## config.mk

```make
export PLATFORM = sky130hd
export DESIGN_NAME = imm_load_sequencer
export DESIGN_NICKNAME = d
export VERILOG_FILES = /design/src/rtl/imm_load_sequencer.sv
export SDC_FILE = /design/constraint.sdc
export NUM_CORES = 1
export LEC_CHECK = 0
export CORE_ASPECT_RATIO = 0.75
export CORE_MARGIN = 1.5
export CORE_UTILIZATION = 45
export DETAILED_ROUTE_END_ITERATION = 8
export PLACE_DENSITY = 0.79
export SYNTH_ARGS = -nofsm -noshare
export SYNTH_HDL_FRONTEND = slang
export SYNTH_SLANG_ARGS = --single-unit
```

## constraint.sdc

```tcl
create_clock -name clk -period 2.15 [get_ports clk]
set_input_delay 0.215 -clock clk [delete_from_list [all_inputs] [get_ports clk]]
set_output_delay 0.215 -clock clk [all_outputs]
set_load 0.01 [all_outputs]
```

## src/rtl/imm_load_sequencer.sv

```systemverilog
// rtl/imm_load_sequencer.sv - sequences the shared immediate extender and issues one register-file write per immediate instruction
module imm_load_sequencer (
    input  logic        clk,
    input  logic        rst,
    input  logic        instr_valid,
    output logic        instr_ready,
    input  logic [15:0] instr,
    output logic [3:0]  immHigh,
    output logic [3:0]  immLow,
    input  logic [15:0] imm_sign_extended,
    input  logic [15:0] zero_extended_value,
    input  logic [15:0] left_shifted_value,
    output logic        rf_we,
    output logic [3:0]  rf_waddr,
    output logic [15:0] rf_wdata,
    output logic        err_illegal,
    output logic        err_orphan
);

    localparam logic [3:0] OPC_LDIS = 4'h1;
    localparam logic [3:0] OPC_LDIZ = 4'h2;
    localparam logic [3:0] OPC_LUI  = 4'h3;
    localparam logic [3:0] OPC_ORI  = 4'h4;

    localparam logic [1:0] S_IDLE    = 2'd0;
    localparam logic [1:0] S_DRIVE   = 2'd1;
    localparam logic [1:0] S_CAPTURE = 2'd2;
    localparam logic [1:0] S_WRITE   = 2'd3;

    logic [1:0]  state_q, state_d;
    logic [3:0]  opc_q, opc_d;
    logic [3:0]  rd_q, rd_d;
    logic [3:0]  imm_high_q, imm_high_d;
    logic [3:0]  imm_low_q, imm_low_d;
    logic [15:0] held_upper_q, held_upper_d;
    logic [3:0]  held_rd_q, held_rd_d;
    logic        lui_pending_q, lui_pending_d;
    logic        rf_we_q, rf_we_d;
    logic [3:0]  rf_waddr_q, rf_waddr_d;
    logic [15:0] rf_wdata_q, rf_wdata_d;
    logic        err_illegal_q, err_illegal_d;
    logic        err_orphan_q, err_orphan_d;
    logic        opc_legal;

    assign opc_legal = (instr[15:12] == OPC_LDIS) || (instr[15:12] == OPC_LDIZ) ||
                       (instr[15:12] == OPC_LUI)  || (instr[15:12] == OPC_ORI);

    assign instr_ready = (state_q == S_IDLE);
    assign immHigh     = imm_high_q;
    assign immLow      = imm_low_q;
    assign rf_waddr    = rf_waddr_q;
    assign rf_wdata    = rf_wdata_q;
    // Strobes are masked by reset so an aborted instruction never reaches the register file.
    assign rf_we       = rf_we_q & ~rst;
    assign err_illegal = err_illegal_q & ~rst;
    assign err_orphan  = err_orphan_q & ~rst;

    // Next-state logic: accept, drive nibbles, capture extender result, then write.
    always_comb begin
        state_d       = state_q;
        opc_d         = opc_q;
        rd_d          = rd_q;
        imm_high_d    = imm_high_q;
        imm_low_d     = imm_low_q;
        held_upper_d  = held_upper_q;
        held_rd_d     = held_rd_q;
        lui_pending_d = lui_pending_q;
        rf_we_d       = 1'b0;
        rf_waddr_d    = rf_waddr_q;
        rf_wdata_d    = rf_wdata_q;
        err_illegal_d = 1'b0;
        err_orphan_d  = 1'b0;
        case (state_q)
            S_IDLE: begin
                if (instr_valid) begin
                    if (opc_legal) begin
                        opc_d      = instr[15:12];
                        rd_d       = instr[11:8];
                        imm_high_d = instr[7:4];
                        imm_low_d  = instr[3:0];
                        state_d    = S_DRIVE;
                    end else begin
                        err_illegal_d = 1'b1;
                    end
                end
            end
            S_DRIVE: begin
                state_d = S_CAPTURE;
            end
            S_CAPTURE: begin
                state_d    = S_WRITE;
                rf_we_d    = 1'b1;
                rf_waddr_d = rd_q;
                case (opc_q)
                    OPC_LDIS: begin
                        rf_wdata_d    = imm_sign_extended;
                        lui_pending_d = 1'b0;
                    end
                    OPC_LDIZ: begin
                        rf_wdata_d    = zero_extended_value;
                        lui_pending_d = 1'b0;
                    end
                    OPC_LUI: begin
                        rf_wdata_d    = left_shifted_value;
                        held_upper_d  = left_shifted_value;
                        held_rd_d     = rd_q;
                        lui_pending_d = 1'b1;
                    end
                    default: begin
                        // ORI: combine only with a pending LUI aimed at the same register.
                        if (lui_pending_q && (held_rd_q == rd_q)) begin
                            rf_wdata_d    = held_upper_q | zero_extended_value;
                            lui_pending_d = 1'b0;
                        end else begin
                            rf_wdata_d   = zero_extended_value;
                            err_orphan_d = 1'b1;
                        end
                    end
                endcase
            end
            default: begin
                state_d = S_IDLE;
            end
        endcase
    end

    // State and datapath registers with synchronous reset.
    always_ff @(posedge clk) begin
        if (rst) begin
            state_q       <= S_IDLE;
            opc_q         <= 4'h0;
            rd_q          <= 4'h0;
            imm_high_q    <= 4'h0;
            imm_low_q     <= 4'h0;
            held_upper_q  <= 16'h0000;
            held_rd_q     <= 4'h0;
            lui_pending_q <= 1'b0;
            rf_we_q       <= 1'b0;
            rf_waddr_q    <= 4'h0;
            rf_wdata_q    <= 16'h0000;
            err_illegal_q <= 1'b0;
            err_orphan_q  <= 1'b0;
        end else begin
            state_q       <= state_d;
            opc_q         <= opc_d;
            rd_q          <= rd_d;
            imm_high_q    <= imm_high_d;
            imm_low_q     <= imm_low_d;
            held_upper_q  <= held_upper_d;
            held_rd_q     <= held_rd_d;
            lui_pending_q <= lui_pending_d;
            rf_we_q       <= rf_we_d;
            rf_waddr_q    <= rf_waddr_d;
            rf_wdata_q    <= rf_wdata_d;
            err_illegal_q <= err_illegal_d;
            err_orphan_q  <= err_orphan_d;
        end
    end

endmodule
```

# Yosys cells after proc, flatten, opt, wreduce, memory -nomap -nowiden
# Index checks and enable logic that the tools add are counted.
dict set report totals {
  out_inout_bits 32
  elab_cells 56
  mem_bits_ro 0
  latch_bits 0
  reg_bits 62
  mem_count 0
  input_bits 67
  ram_bits 0
}
dict set report classes {
  bitwise_logic 8
  n_mux 10
  reduce_logical 13
  n_lt_le_gt_ge 0
  n_eq_ne 12
  n_mul 0
  n_shift 0
  div 0
  addsub 0
}
# operator n
set ops {}
lappend ops {{one-hot mux 16 bit (3 select lines)} 1}
lappend ops {{== test 4 x 2 -> 1 bit, second input constant} 4}
lappend ops {{two-way mux 16 bit} 1}
lappend ops {{bitwise OR 16 bit} 1}
lappend ops {{== test 4 x 1 -> 1 bit, second input constant} 2}
lappend ops {{one-hot mux 2 bit (3 select lines)} 1}
lappend ops {{AND reduction 2 bit} 3}
lappend ops {{OR reduction 5 bit} 1}
lappend ops {{== test 4 x 3 -> 1 bit, second input constant} 1}
lappend ops {{== test 4 bit} 1}
lappend ops {{two-way mux 1 bit} 4}
lappend ops {{two-way mux 2 bit} 2}
lappend ops {{inverter 1 bit} 4}
lappend ops {{AND 1 bit} 3}
lappend ops {{logical OR 1 bit} 3}
lappend ops {{AND reduction 3 bit} 1}
lappend ops {{nonzero test 3 bit} 1}
lappend ops {{OR reduction 3 bit} 1}
lappend ops {{== test 2 x 1 -> 1 bit, second input constant} 1}
lappend ops {{== test 2 bit, second input constant} 1}
lappend ops {{zero test 2 bit} 1}
lappend ops {{inequality test 2 x 1 -> 1 bit, second input constant} 1}
lappend ops {{inequality test 2 bit, second input constant} 1}
lappend ops {{one-hot mux 1 bit (2 select lines)} 1}
lappend ops {{2 further kinds} 2}

# Longest topological paths before layout
# Gate-level depths: netlist (run 1).
dict set report logic_depth {
  word_depth 7
  ltp_mapped 7
  mapped_depth_nobuf 6
}

# Least setup slack after synthesis (run 1)
# No wires, ideal clock.
dict set report synth_path {
  path_type {register to register}
  from {register state_q[0]}
  to {register imm_high_q[0] (netlist: immHigh[0])}
  setup_time_ns 0.128
  path_buffers 1
  path_stages_with_launch 8
  required_time_ns 2.022
  path_slack_ns 0.426
  t_arrival_ns 1.597
  synth_period_minus_slack_ns 1.724
  path_cell_list {dfxtp_1 -> inv_1 -> ha_1 -> nand2_1 -> nor4_4 -> buf_6 -> mux2i_1 -> nor2_1}
}
dict set report synth_via {
  elab_chain_cells 2
}
# item line_no
set synth_lines {}
lappend synth_lines {{start, declared} 30} ;# logic [1:0] state_q, state_d;
lappend synth_lines {{start signal, assigned} 144} ;# state_q <= state_d;
lappend synth_lines {{zero test 2 bit} -}
lappend synth_lines {{named net instr_ready} 6} ;# output logic instr_ready,
lappend synth_lines {{AND reduction 3 bit (no line)} -}
lappend synth_lines {{end signal, assigned} 147} ;# imm_high_q <= imm_high_d;
lappend synth_lines {{end, declared} 33} ;# logic [3:0] imm_high_q, imm_high_d;
# The timed path passes the listed nets, and every way through them passes these cells.
# A chain may end at the register's enable or synchronous reset.

# Final worst setup path (run 1)
dict set report layout_path {
  from {register state_q[0]}
  to {output instr_ready}
}
dict set report layout_via {
  elab_chain_cells 1
}
# item line_no
set layout_lines {}
lappend layout_lines {{zero test 2 bit} 48} ;# assign instr_ready = (state_q == S_IDLE);
lappend layout_lines {{end, declared} 6}
# Every way passes these cells.

==> impl_results.md, run 1 <==
- Via-to-Cell Ratio: ~5.4
- Area of the mapped netlist: roughly 2900 um^2
- Crit path max fanout: 5
- DRC: 0
- Power Dens Cells: about 770 nW/um^2
- Synth Register Bits: 62
- Worst-path cell chain: inv_1 -> ha_1 -> clkdlybuf4s50_1
- DRT Wirelength: between 7 and 8 mm
- Top post-synthesis cells by area: dfxtp_1 (43%), mux2i_1 (9.7%), nand2_1 (7.4%)
- Max-slew headroom: 44.62%
- All-layer global routing usage: 23.34%
- Clock transition at the registers of the reported paths: 0.07 ns
- Yosys cell types: 34
- Max Root-Sink Buffers: 2
- Setup crit start: state_q[0]
- Root Driver: clkbuf_8
- PortBufs: 98
- Seq/Total Area, Yosys: between 40% and 50%
- Data required time of the worst path: slightly below 2 ns
- Crit Reg-Reg Startpoint: state_q[0]
- CTS sink count: 62
- Peak supply drop: about 540 uV
- Remaining antenna violation count: 0
- Number of setup violations in the final report: 0
- Starting Density: between 40% and 50%
- Post-CTS Repair Setup Buffers: 0
- Critical Path Sink: instr_ready
- Worst path max stage delay: 0.57 ns
- DP Area: slightly below 4000 um^2
- Worst Max-Slew Pin Slew: approximately 0.83 ns
- First-pass GRT wire length: ~13 mm
- TritonCTS Buffers: 9
- Layout area overhead: 42.60%
- Hold Buf Count CTS: 0
- Minimum clock period: roughly 1.7 ns
- Yosys top cell area share: 42.81%
- Routed WL per cell: around 15 um
- Final worst path period share: 80.84%
- Pin count of the biggest net entering global routing: 25
- EDFF count, synth: 0
- Core Area: approximately 6300 um^2
- Die height: 72.51 um
- Final RePlAce weighted congestion: between 0.8 and 0.9
- Die Span X: 95.68 um
- MaxCap Viol Count: 0
- Average cell area after synthesis: 8.477 um^2
- Final Max Slew Viols: 0
- Internal reg-to-reg setup slack: ~0.43 ns
- Crit Path Class: flip-flop to output pin
- Final Non-Filler Cells: approximately 520
- Antenna Cells: 0
- DR vias: ~2.8k
- Global route total overflow: 0
- Cell accounting for the most synthesized area: dfxtp_1
- Final hold vios: 0
- Initial DRC count: 154
- Total of warnings raised by yosys: 0
- Final setup TNS: 0 ns
- Number of global-route vias before repair: ~2.6k
- Later-pin clock latency in the skew report: approximately 0.33 ns
- Number of cell rows: 25
- Max Fclk: roughly 580 MHz
- Unrepaired setup endpoints after global routing: no
- Boundary Pins: 99
- Leak Pwr: ~0.0015 uW
- Critical path arrival: around 1.5 ns
- Share of cells above drive strength 1: around 8.4%
- Layout Nets: 504
- Syn nets: approximately 410
- # H-tree levels: 3
- Crit end category: output pin
- Drt first pass iters: 4
- CP max-delay cell: clkdlybuf4s50_1
- Cells after Synth: 342
- Critical Path Start Type: flip-flop
- Main flop type after synthesis: dfxtp_1
- Most frequent cells in the layout: clkdlybuf4s50_1 (97), dfxtp_1 (62), nand2_1 (57)
- Total die area: 6938 um^2
- Final setup skew: 0.009348 ns
- HPWL after DPL: ~5.6 mm
- CTS resizes: 0
- Status: complete, no violations
- R2R Path End: rf_wdata[12]
- Antenna violations before repair: 0
- CTS tree: built
- Final Cell Area: around 4100 um^2
- Worst r2r path cells: 5
- Post-synth ARST share: 0%
- Total placed cells including tap cells: around 500
- Power Total: 3169 uW
- Worst Hold Class: input pin to flip-flop
- Most common cell after layout, fill and taps aside: clkdlybuf4s50_1
==> worst max-delay path: cells and delay by family, from the launching register on <==
family / cells / cell delay, ns
fa+ha+maj: 1 / 0.24
buf+inv: 2 / 0.64
flops: 1 / 0.31
==> sequential cells by signal (all words and copies together), names as in the netlist, 4 cells and up <==
register / cells
held_rd_q: 4
held_upper_q: 16
immHigh: 4
immLow: 4
opc_q: 4
rd_q: 4
rf_waddr: 4
rf_wdata: 16
==> cells in the mapped netlist, types with 3 or more instances <==
cell / instances
mux2_2: 8
mux2i_1: 28
dfxtp_1: 62
xnor2_1: 4
o221ai_1: 8
a211oi_1: 9
o2111ai_1: 8
and3_1: 10
nor2_1: 47
nor3_1: 3
nand3_1: 10
nor2b_1: 4
inv_1: 4
o311a_1: 8
clkbuf_1: 21
nand2_1: 57
o21ai_0: 8
a21oi_1: 21
==> per-stage QoR <==
step	util [%]	setup slack, ns	hold WS (ns)
after global routing	66.08	0.2830	0.2607
final	66.08	0.4120	0.2702
after global placement	63.04	0.3875	0.4376
after floorplan	-	0.4258	0.3510
after detailed placement	63.04	0.3215	0.4418
after CTS	66.08	0.3906	0.2593
==> layout make-up <==
cell class / count / area [um^2]
Multi-Input combinational cell: 249 / 1528
Tap cell: 81 / 101.3
Clock buffer: 10 / 127.6
Fill cell: 515 / 2122
Inverter: 4 / 15.01
Timing Repair Buffer: 109 / 1059
Clock inverter: 6 / 62.56
Sequential cell: 62 / 1241
==> cell families after synthesis <==
kind of cell / after synthesis / synth area share, %
AO/OA/AOI/OAI: 67 / 16.23
XOR/XNOR: 4 / 1.208
adder cells (fa/ha/maj): 2 / 0.8630
buffers and inverters: 31 / 4.489
flip-flops: 62 / 42.81
multiplexers: 36 / 12.78
AND/OR/NAND/NOR: 140 / 21.62
==> worst min path at each step <==
stage | startpoint | end | slack [ns] | depth (start not counted)
after CTS | rst | held_upper_q[11] | 0.26 | 2
after global routing | rst | held_upper_q[12] | 0.26 | 2
after detailed placement | held_upper_q[2] | held_upper_q[2] | 0.44 | 2
after global placement | held_upper_q[2] | held_upper_q[2] | 0.44 | 2
after floorplan | left_shifted_value[0] | held_upper_q[0] | 0.35 | 2
final | rst | held_upper_q[14] | 0.27 | 2
==> where the power goes <==
| part | internal (uW) | switching [uW] |
|---|---|---|
| clock network | 531 | 447 |
| logic | 462 | 414 |
| registers | 1250 | 62.4 |
| total | 2250 | 923 |
==> routing by layer <==
metal	share of wire (%)	wire length, um	up-vias	GRT usage [%]
li1	-	-	1395	-
met1	45	3549	1305	30.32
met2	47	3697	91	37.48
met3	7.2	568	4	7.862
met4	0.40	31	0	5.392
met5	0	0	-	0
No activity file was read; power rests on OpenSTA's default activity.
==> inputs of run 2 (changes only) <==
clock period = 1.6 ns   (was 2.15 ns; I/O delays follow)
==> run 2 against run 1 <==
Against the previous run:
- final cell count increased by 2.1%
- sequential power rose by 34%
- clock skew shrank 0.0034 ns
- first-iteration DRC count down 9.1%
- critical path depth is 1 higher
- non-clock buffer count up 12
- global-route usage rose by 0.60 points
- largest power group unchanged
==> impl_results.md, run 2 (synthesis gave the netlist of run 1 again) <==
- Share of cells above drive strength 1: 12.86% (was 8.409%)
- Logic gate share of total power: 29.6% (was 27.6%)
- Final hold vios: 0 (unchanged)
- Area of the multi-input gates: 1569 um^2 (was 1528 um^2)
- Crit Path Class: flip-flop to flip-flop (was flip-flop to output pin)
- Remaining antenna violation count: 0 (unchanged)
- HPWL after DPL: 5.680 mm (was 5.574 mm)
- # H-tree levels: 3 (unchanged)
- Critical Path Start Type: flip-flop (unchanged)
- Clock transition at the registers of the reported paths: 0.07 ns (about the same)
- Crit path max fanout: 16 (was 5)
- Internal power: 3140 uW (was 2246 uW)
- Final RePlAce weighted congestion: 0.8143 (was 0.8126)
- CP max-delay cell: dfxtp_1 (was clkdlybuf4s50_1)
- Core Area: 6256 um^2 (unchanged)
- Sw Share: 28.76% (was 29.12%)
- Routed WL per cell: 15.04 um (was 15.06 um)
- Post-CTS Repair Setup Buffers: 0 (unchanged)
- Reg power frac: 40.2% (was 41.5%)
- CTS sink count: 62 (unchanged)
- Max-slew headroom: 70.44% (was 44.62%)
- Antenna violations before repair: 0 (unchanged)
- Number of setup violations in the final report: 0 (unchanged)
- Number of cell rows: 25 (unchanged)
- Via-to-Cell Ratio: 5.320 (was 5.365)
- Root Driver: clkbuf_8 (unchanged)
- Layout area overhead: 48.51% (was 42.60%)
- Minimum clock period: between 1.5 and 2 ns
- Later-pin clock latency in the skew report: 0.34 ns (was 0.33 ns)
- Fin worst setup slack: 0.03192 ns (was 0.4120 ns)
- Worst-path cell chain: or3b_1 -> buf_4 -> o2111ai_1 -> o311a_1 (was inv_1 -> ha_1 -> clkdlybuf4s50_1)
- DR vias: 2830 (was 2795)
- Pin count of the biggest net entering global routing: 32 (was 25)
- Hold Buf Count CTS: 0 (unchanged)
- Initial DRC count: 140 (was 154)
- CTS tree: built (unchanged)
- TritonCTS Buffers: 9 (unchanged)
- Number of global-route vias before repair: 2743 (was 2648)
- Antenna Cells: 0 (unchanged)
- Die height: 72.51 um (unchanged)
- Final setup skew: 0.005939 ns (was 0.009348 ns)
- Power Dens Cells: 1024 nW/um^2 (was 766.6 nW/um^2)
- Worst Max-Slew Pin Slew: 0.4400 ns (was 0.8306 ns)
- Die Span X: 95.68 um (unchanged)
- All-layer global routing usage: 23.94% (was 23.34%)
- Starting Density: 46.34% (unchanged)
- First-pass GRT wire length: 12.82 mm (was 12.55 mm)
- Data required time of the worst path: 1.88 ns (was 1.93 ns)
- Drt first pass iters: 4 (unchanged)
- Fillers: 496 (was 515)
- Max Root-Sink Buffers: 2 (unchanged)
- Boundary Pins: 99 (unchanged)
- Post-place setup slack: -0.1772 ns (was 0.3215 ns)
- Reg area: 1242 um^2 (was 1241 um^2)
- Power Total: 4407 uW (was 3169 uW)
- Worst path max stage delay: 0.43 ns (was 0.57 ns)
- Leak Pwr: 0.001548 uW (was 0.001457 uW)
- Final Max Slew Viols: 0 (unchanged)
- Max Fclk: around 640 MHz
- Global route total overflow: 0 (unchanged)
- Clock power frac: 30.2% (was 30.9%)
- Peak supply drop: 529.4 uV (was 536.1 uV)
- Status: complete, no violations (unchanged)
- Final worst path period share: 98.00%
- MaxCap Viol Count: 0 (unchanged)
- NetSw: 1268 uW (was 922.9 uW)
- Critical path arrival: 1.85 ns (was 1.52 ns)
- Worst Hold Class: input pin to flip-flop (unchanged)
- DRT Wirelength: 8.000 mm (was 7.848 mm)
- Total die area: 6938 um^2 (unchanged)
- DRC: 0 (unchanged)
- Most common cell after layout, fill and taps aside: clkdlybuf4s50_1 (unchanged)
- Crit end category: flip-flop (was output pin)
- Most frequent cells in the layout: clkdlybuf4s50_1 (96), dfxtp_1 (61), nand2_1 (56) (was clkdlybuf4s50_1 (97), dfxtp_1 (62), nand2_1 (57))
- Layout Nets: 516 (was 504)
- PortBufs: 98 (unchanged)
==> run 2: timing repair <==
| item | 4_1_cts | 5_1_grt |
|---|---|---|
| gates resized for setup | 2 | 4 |
| pin swaps | 0 | 1 |
| setup endpoints to repair | 9 | 17 |
| gates cloned | 0 | 1 |
==> run 2: cell type report <==
| class | count | area share (%) |
|---|---|---|
| well taps | 81 | 2.354 |
| clock buffers | 10 | 3.197 |
| flip-flops and latches | 62 | 28.86 |
| inverters | 4 | 0.3487 |
| clock inverters | 5 | 1.162 |
| repair buffers | 121 | 27.64 |
| multi-input cells | 249 | 36.44 |
==> run 2: final timing paths <==
check,start,to,slack (ns),cells after the start
setup reg to reg,opc_q[0],rf_wdata[1],0.03,4
setup / recovery,opc_q[0],rf_wdata[1],0.03,4
hold reg to reg,held_upper_q[6],held_upper_q[6],0.45,2
hold / removal,rst,held_upper_q[6],0.15,2
==> run 2: per-layer routing <==
metal  track usage (%)  up-vias  share of wire, %  wire length [um]
met4             5.556        0               1.0                81
met5                 0        -                 0                 0
met2             38.89       97                46              3700
met3             8.071        8               6.6               529
li1                  -     1418                 -                 -
met1             30.71     1307                46              3689
==> run 2: worst max-delay path, delay by kind of cell, from the launching register on <==
| kind | cells | cell delay (ns) |
|---|---|---|
| AOI/OAI and AO/OA | 2 | 0.47 |
| buffers and inverters | 1 | 0.21 |
| DFF | 1 | 0.43 |
| and+or+nand+nor | 1 | 0.40 |
==> run 2: stage by stage <==
stage          hold slack, ns  area, um^2  instances  setup TNS [ns]  utilization, %
3_5_place_dp           0.4471        4073        516          -2.789           65.10
3_3_place_gp           0.4377        4073        516          -1.734           65.10
5_1_grt                0.1655        4305        532       -0.001902           68.82
4_1_cts                0.1286        4262        531               0           68.12
2_1_floorplan          0.2960        2920        342         -0.8799               -
6_report               0.1498        4305        532               0           68.82
==> run 2: power by group through the flow <==
stage	Combinational [uW]	Clock, uW	Sequential [uW]
global placement	1270	0	1800
detailed placement	1290	0	1810
finish	1310	1330	1770
global route	1430	1420	1790
floorplan	632	0	1840
CTS	1290	1350	1770
